==> src/rtl/fns_enc_seq.sv <==
// Sequential greedy Fibonacci-numeral-system encoder for one 9-bit segment.
// Walks the codeword MSB first, one bit per cycle: a bit is set when it is
// enabled and its weight still fits in the remaining residue. A residue left
// over after bit 0 flags the word as not representable with these weights.
module fns_enc_seq #(
    parameter int DATA_W = 7,
    parameter int WGT_W  = 6
) (
    input  logic              clk,
    input  logic              rst_n,
    input  logic              in_valid,
    output logic              in_ready,
    input  logic [DATA_W-1:0] data_in,
    input  logic [8:0]        en_flag,
    input  logic [WGT_W-1:0]  w03,
    input  logic [WGT_W-1:0]  w04,
    input  logic [WGT_W-1:0]  w05,
    input  logic [WGT_W-1:0]  w06,
    input  logic [WGT_W-1:0]  w07,
    input  logic [WGT_W-1:0]  w08,
    input  logic [WGT_W-1:0]  w09,
    output logic              out_valid,
    input  logic              out_ready,
    output logic [8:0]        code_out,
    output logic [8:0]        en_out,
    output logic              err
);

    // One spare bit over the wider operand so the compare never truncates.
    localparam int RES_W = ((DATA_W > WGT_W) ? DATA_W : WGT_W) + 1;

    localparam logic [1:0] S_IDLE = 2'd0;
    localparam logic [1:0] S_CALC = 2'd1;
    localparam logic [1:0] S_DONE = 2'd2;

    logic [1:0]       state;
    logic [RES_W-1:0] residue;
    logic [3:0]       idx;
    logic [WGT_W-1:0] wgt_sel;
    logic [RES_W-1:0] wgt_ext;
    logic             take;
    logic [RES_W-1:0] residue_nxt;

    // Weight of the codeword bit currently being decided; bits 0 and 1 are fixed at 1.
    always_comb begin
        wgt_sel = '0;
        case (idx)
            4'd0, 4'd1: wgt_sel = {{(WGT_W-1){1'b0}}, 1'b1};
            4'd2:       wgt_sel = w03;
            4'd3:       wgt_sel = w04;
            4'd4:       wgt_sel = w05;
            4'd5:       wgt_sel = w06;
            4'd6:       wgt_sel = w07;
            4'd7:       wgt_sel = w08;
            4'd8:       wgt_sel = w09;
            default:    wgt_sel = '0;
        endcase
    end

    // Greedy decision for the current bit and the residue that results from it.
    always_comb begin
        wgt_ext     = {{(RES_W-WGT_W){1'b0}}, wgt_sel};
        take        = en_out[idx] && (residue >= wgt_ext);
        residue_nxt = take ? (residue - wgt_ext) : residue;
    end

    // Control FSM: accept a word, step through bits 8..0, then hold the result until taken.
    always_ff @(posedge clk) begin
        if (!rst_n) begin
            state    <= S_IDLE;
            residue  <= '0;
            idx      <= 4'd8;
            code_out <= '0;
            en_out   <= '0;
            err      <= 1'b0;
        end else begin
            case (state)
                S_IDLE: begin
                    if (in_valid) begin
                        residue  <= {{(RES_W-DATA_W){1'b0}}, data_in};
                        en_out   <= en_flag;
                        code_out <= '0;
                        err      <= 1'b0;
                        idx      <= 4'd8;
                        state    <= S_CALC;
                    end
                end
                S_CALC: begin
                    if (take) begin
                        code_out[idx] <= 1'b1;
                    end
                    residue <= residue_nxt;
                    if (idx == 4'd0) begin
                        err   <= (residue_nxt != '0);
                        state <= S_DONE;
                    end else begin
                        idx <= idx - 4'd1;
                    end
                end
                S_DONE: begin
                    if (out_ready) begin
                        state <= S_IDLE;
                    end
                end
                default: state <= S_IDLE;
            endcase
        end
    end

    assign in_ready  = (state == S_IDLE);
    assign out_valid = (state == S_DONE);

endmodule

==> config.mk <==
export PLATFORM = sky130hd
export DESIGN_NAME = fns_enc_seq
export DESIGN_NICKNAME = d
export VERILOG_FILES = /design/src/rtl/fns_enc_seq.sv
export SDC_FILE = /design/constraint.sdc
export NUM_CORES = 1
export LEC_CHECK = 0
export ABC_AREA = 1
export BUFFER_PORTS_ARGS = -buffer_cell sky130_fd_sc_hd__buf_2
export CAP_MARGIN = 20
export CORE_ASPECT_RATIO = 1.75
export CORE_UTILIZATION = 45
export DETAILED_ROUTE_END_ITERATION = 7
export HOLD_SLACK_MARGIN = 0.15
export PLACE_DENSITY = 0.77
export SKIP_CTS_REPAIR_TIMING = 1
export SLEW_MARGIN = 5
export SYNTH_ARGS = -nofsm -noshare
export SYNTH_HDL_FRONTEND = slang
export SYNTH_SLANG_ARGS = --single-unit
==> constraint.sdc <==
create_clock -name clk -period 3.1 [get_ports clk]
set_clock_uncertainty 0.1 [all_clocks]
set_input_delay 0.155 -clock clk [delete_from_list [all_inputs] [get_ports clk]]
set_output_delay 0.155 -clock clk [all_outputs]
set_load 0.02 [all_outputs]
# Word level (Yosys, flattened, before mapping)
# Index checks and enable logic that the tools add are counted.
# W data, S select, Z words.
[totals]
register_bits = 33
inputBits = 62
out_inout_bits = 21
elab_cells = 61
[classes]
n_addsub = 2
n_lt_le_gt_ge = 3
n_eq_ne = 15
mux = 21
bitwise_logic = 1
reduce_logical = 13
[ops]
columns = ["operator", "count"]
rows = [
  ["$pmux W6 S8", 1],
  ["$mux W9", 2],
  ["$pmux W9 S2", 1],
  ["$eq A4 B3 Y1 const B", 4],
  ["$mux W8", 2],
  ["$pmux W8 S2", 1],
  ["$reduce_and A3 Y1", 4],
  ["$or A9 B9 Y9", 1],
  ["$eq A4 B2 Y1 const B", 2],
  ["$ge A8 B6 Y1", 1],
  ["$mux W4", 2],
  ["$ne A2 B2 Y1 const B", 4],
  ["$pmux W4 S2", 1],
  ["$reduce_bool A8 Y1", 1],
  ["$sub A8 B6 Y8", 1],
  ["$mux W2", 3],
  ["$pmux W2 S3", 1],
  ["$lt A4 B5 Y1 const B", 1],
  ["$bmux W1 S4", 1],
  ["$demux W1 S4", 1],
  ["$eq A4 B1 Y1 const B", 1],
  ["$eq A4 B4 Y1 const B", 1],
  ["$ge A4 B1 Y1 const B", 1],
  ["$logic_not A4 Y1", 1],
  ["11 further kinds", 16],
]

# Logic depth before layout (Yosys ltp)
[logic_depth]
word_depth = 9
depth_mapped = 23
ltp_nobuf = 22

# Worst setup path after synthesis
# OpenSTA, ideal clock, no wires.
[synth_path]
path_type = "register to register"
startpoint = "reg idx[0]"
endpoint = "reg err"
setup_time_ns = 0.112
arrival_ns = 3.045
t_required_ns = 2.888
setup_slack_ns = -0.156
path_stages_with_launch = 18
path_buffers = 1
synth_period_minus_slack_ns = 3.256
cell_sequence = "dfxtp_1 inv_2 ha_1 nand3_1 inv_1 a22o_1 a2111oi_0 fa_1 nand2_1 nand3_1 nand2_1 nand3_2 nand2_4 buf_6 a21oi_1 nand3_1 nor2_1 nor2_1"
[synth_between]
elab_chain_cells = 9
elab_cells_between_ends = 22
cone_classes = "add/sub (1); order compare (1); eq/ne (9); mux (6); reduce/logical (5)"
[synth_lines]
columns = ["item", "line", "rtl"]
rows = [
  ["from (decl)", "38", "logic [3:0] idx;"],
  ["from (signal assigned)", "97", "idx <= idx - 4'd1;"],
  ["$eq A4 B1 Y1 / $logic_not A4 Y1 (equally long branches)", "47, 93", ""],
  ["$reduce_or A2 Y1", "47", "case (idx)"],
  ["$pmux W6 S8", "47", ""],
  ["$ge A8 B6 Y1", "63", "take = en_out[idx] && (residue >= wgt_ext);"],
  ["$logic_and A1 B1 Y1", "63", ""],
  ["$mux W8", "64", "residue_nxt = take ? (residue - wgt_ext) : residue;"],
  ["$reduce_bool A8 Y1", "94", "err <= (residue_nxt != '0);"],
  ["$mux W1", "93", "if (idx == 4'd0) begin"],
  ["$pmux W1 S2", "77", "case (state)"],
  ["to (signal assigned)", "94", ""],
  ["to (decl)", "26", "output logic err"],
]
# Parallel ways exist; a longest one is shown, timed or not. The select of a mux whose other input is x is not followed.
# A chain may end at the register's enable or synchronous reset.

# Worst setup path in the final report
[layout_path]
startpoint = "reg idx[1]"
endpoint = "reg err"
# The elaborated chain is that of the path after synthesis.

==> impl_metrics.ini <==
[synth]
synth_top_area_share_pct = 30.0
synth_area_um2 = 2200
synth_nets = 415
synth_area_per_cell_um2 = 6.46
synthDistinctLibCells = 28
ys_top_cells_by_area = dfxtp_1 30%, nand2_1 16%, inv_1 7.8%, nor2_1 7.2%, ha_1 6.3%
synth_warnings = 0
synth_largest_area_cell = dfxtp_1
seq_area_frac_synth_pct = 30.0
ys_ff_latch = 33
syn_inst = 341

[timing]
fmax_mhz = 318
hold_ws_ns = 0.188
fin_ws_ns = -0.0426
worstMarginPinSlew_ns = 0.609
fin_crit_sh_pct = 101
drv_slew = 0
finalCriticalPeriod_ns = 3.14
fin_setup_tns_ns = -0.0426
rsz0062_at_grt = yes
setup_viol = 1
maxSlewHeadroom_pct = 59.3
final_hold_viol_count = 0

[setup_path]
required_ns = 3.19
crit_path_end_kind = flop
crit_arrival_ns = 3.23
critPathLaunchType = flop
crit_top_cell = nor2_1
path_delay_family = simple AND/OR/NAND/NOR gates
slowest_delay_ns = 0.33
crit_slowest_cell = dfxtp_2
timing.rr.start = idx[1]
worst-path-buf-inv = 4
worstSetupPathType = flop to flop
crit_start = idx[1]
crit_path_max_fanout = 7
crit_chain = buf_4, ha_4, inv_4, nor2_4, buf_6, a22o_1, a2111oi_4, ha_1, nand2_1, inv_2, nand2_2, nand3_2, nand2_2, nand3_4, nand3_1, nand2_1, nor2_1, nand3_1, nor2_1, nor2_1

[cells_and_area]
seqCellArea_um2 = 667
fin_nets = 559
final_cell_mix = 85 x nand2_1, 82 x buf_2, 36 x inv_1, 36 x buf_4, 32 x nor2_1
finish.utilization_pct = 76.8
multiInputGateArea_um2 = 1670
final_area_um2 = 3620
fillers = 316
layout.cells.non_filler = 538
syn2layout_area_growth_pct = 64.2
drive_above_1_share_pct = 40.7
final_common_cell = nand2_1
antennaDiodeCount = 0

[routing]
dr.first_iter.drc_count = 90
firstDrtPassIters = 6
wl_um = 8280
ant_nets = 0
drc_errors = 0
wl_per_cell_um = 15.4
vias = 2936
viasPerCell = 5.46

[worst_hold_path]
holdCritPathClass = input pin to flop
min_from = data_in[0]

[grt]
grt_pass1_vias = 2558
antenna_found_initial = 0
grt_start_max_net_pins = 16
grt_pass1_wl_um = 10400
overflow = 0
track_usage_pct = 27.7

[status]
status = finished with violations
violations = setup timing

[power]
vdd_drop_max_v = 0.000636
power.leakage_nw = 1.74
power.total_mw = 1.86
power_density_nw_per_um2 = 514

[floorplanning]
fp-row-count = 33
dieHeight_um = 94.5
initial_utilization_pct = 46.8
io_pins = 83
die_width_um = 54.9
dieArea_um2 = 5190
core_area_um2 = 4710

[clock_tree]
clock_latency_ns = 0.29
htreeDepth = 2
cts-root-buf = clkbuf_8
ctsLongestPathBuffers = 2
cts.sinks = 33
path_clk_slew_ns = 0.07
cts_tree = done
numCtsBuffers = 5

[place]
dp.final_hpwl_um = 5460
postPlaceCellArea_um2 = 2930
place.gp.congestion = 0.871
place_ws_ns = -0.434
portBuffers = 82
dpl.cell_count = 506

[job]
max-cap-violations = 0
cells in the mapped netlist:
library cell	n
nand2_1	96
inv_1	46
nor2_1	42
dfxtp_1	33
a21oi_1	27
nand3_1	23
o21ai_0	13
a22o_1	12
ha_1	11
clkbuf_1	5
nand4_1	5
a2111oi_0	3
a31oi_1	3
xor2_1	3
a211oi_1	2
a221oi_1	2
nand3_2	2
nor3_1	2
o21ai_1	2
a21o_1	1
buf_6	1
clkinv_1	1
fa_1	1
inv_2	1
nand2_4	1
nand3_4	1
o21a_1	1
o21ai_4	1
cells by family (layout without fill, tap and decap cells):
logic type	Yosys count	count (layout)	share of synthesized area, %
xor+xnor	3	3	1.19
fa+ha+maj	12	12	7.16
compound gates	67	68	19.3
buf+inv	54	197	9.55
simple gates	172	173	32.8
flops	33	33	30.0
layer usage:
layer  up-vias  routed length (um)  GRT usage [%]
met5         -                   0              0
li1       1407                   -              -
met2       130                4660           50.6
met3        27                 378           5.48
met4         0                 311           18.4
met1      1372                2940           25.3
worst reg2reg max path: stages (launching register included):
cell	delay, ns
dfxtp_2	0.33
buf_4	0.15
ha_4	0.16
inv_4	0.07
nor2_4	0.06
buf_6	0.14
a22o_1	0.26
a2111oi_4	0.27
ha_1	0.29
nand2_1	0.09
inv_2	0.05
nand2_2	0.08
nand3_2	0.10
nand2_2	0.11
nand3_4	0.17
nand3_1	0.16
nand2_1	0.08
nor2_1	0.08
nand3_1	0.09
nor2_1	0.14
nor2_1	0.06
worst paths after layout:
kind / endpoint / slack, ns / depth (start not counted)
worst max-delay path: err / -0.04 / 20
worst min-delay path: residue[0] / 0.19 / 5
worst max register to register: err / -0.04 / 20
worst min register to register: code_out[7] / 0.36 / 2
registers in the layout (all words and copies together) (netlist names):
| name | flops |
|---|---|
| code_out | 9 |
| en_out | 9 |
| residue | 8 |
| idx | 4 |
| state | 2 |
| err | 1 |
power breakdown:
part / leakage (nW) / total [mW] / internal [mW] / switching [mW]
Combinational: 1.41 / 0.941 / 0.402 / 0.539
Clock: 0.0585 / 0.421 / 0.262 / 0.159
Sequential: 0.272 / 0.497 / 0.459 / 0.0372
Total: 1.74 / 1.86 / 1.12 / 0.736
cell type report:
type / count / share of cell area [%]
clock buffers: 7 / 2.39
clock inverters: 1 / 0.830
inverters: 48 / 5.12
multi-input cells: 256 / 46.2
flip-flops and latches: 33 / 18.4
well taps: 52 / 1.80
repair buffers: 141 / 25.3
(Power assumes the default switching activity.)
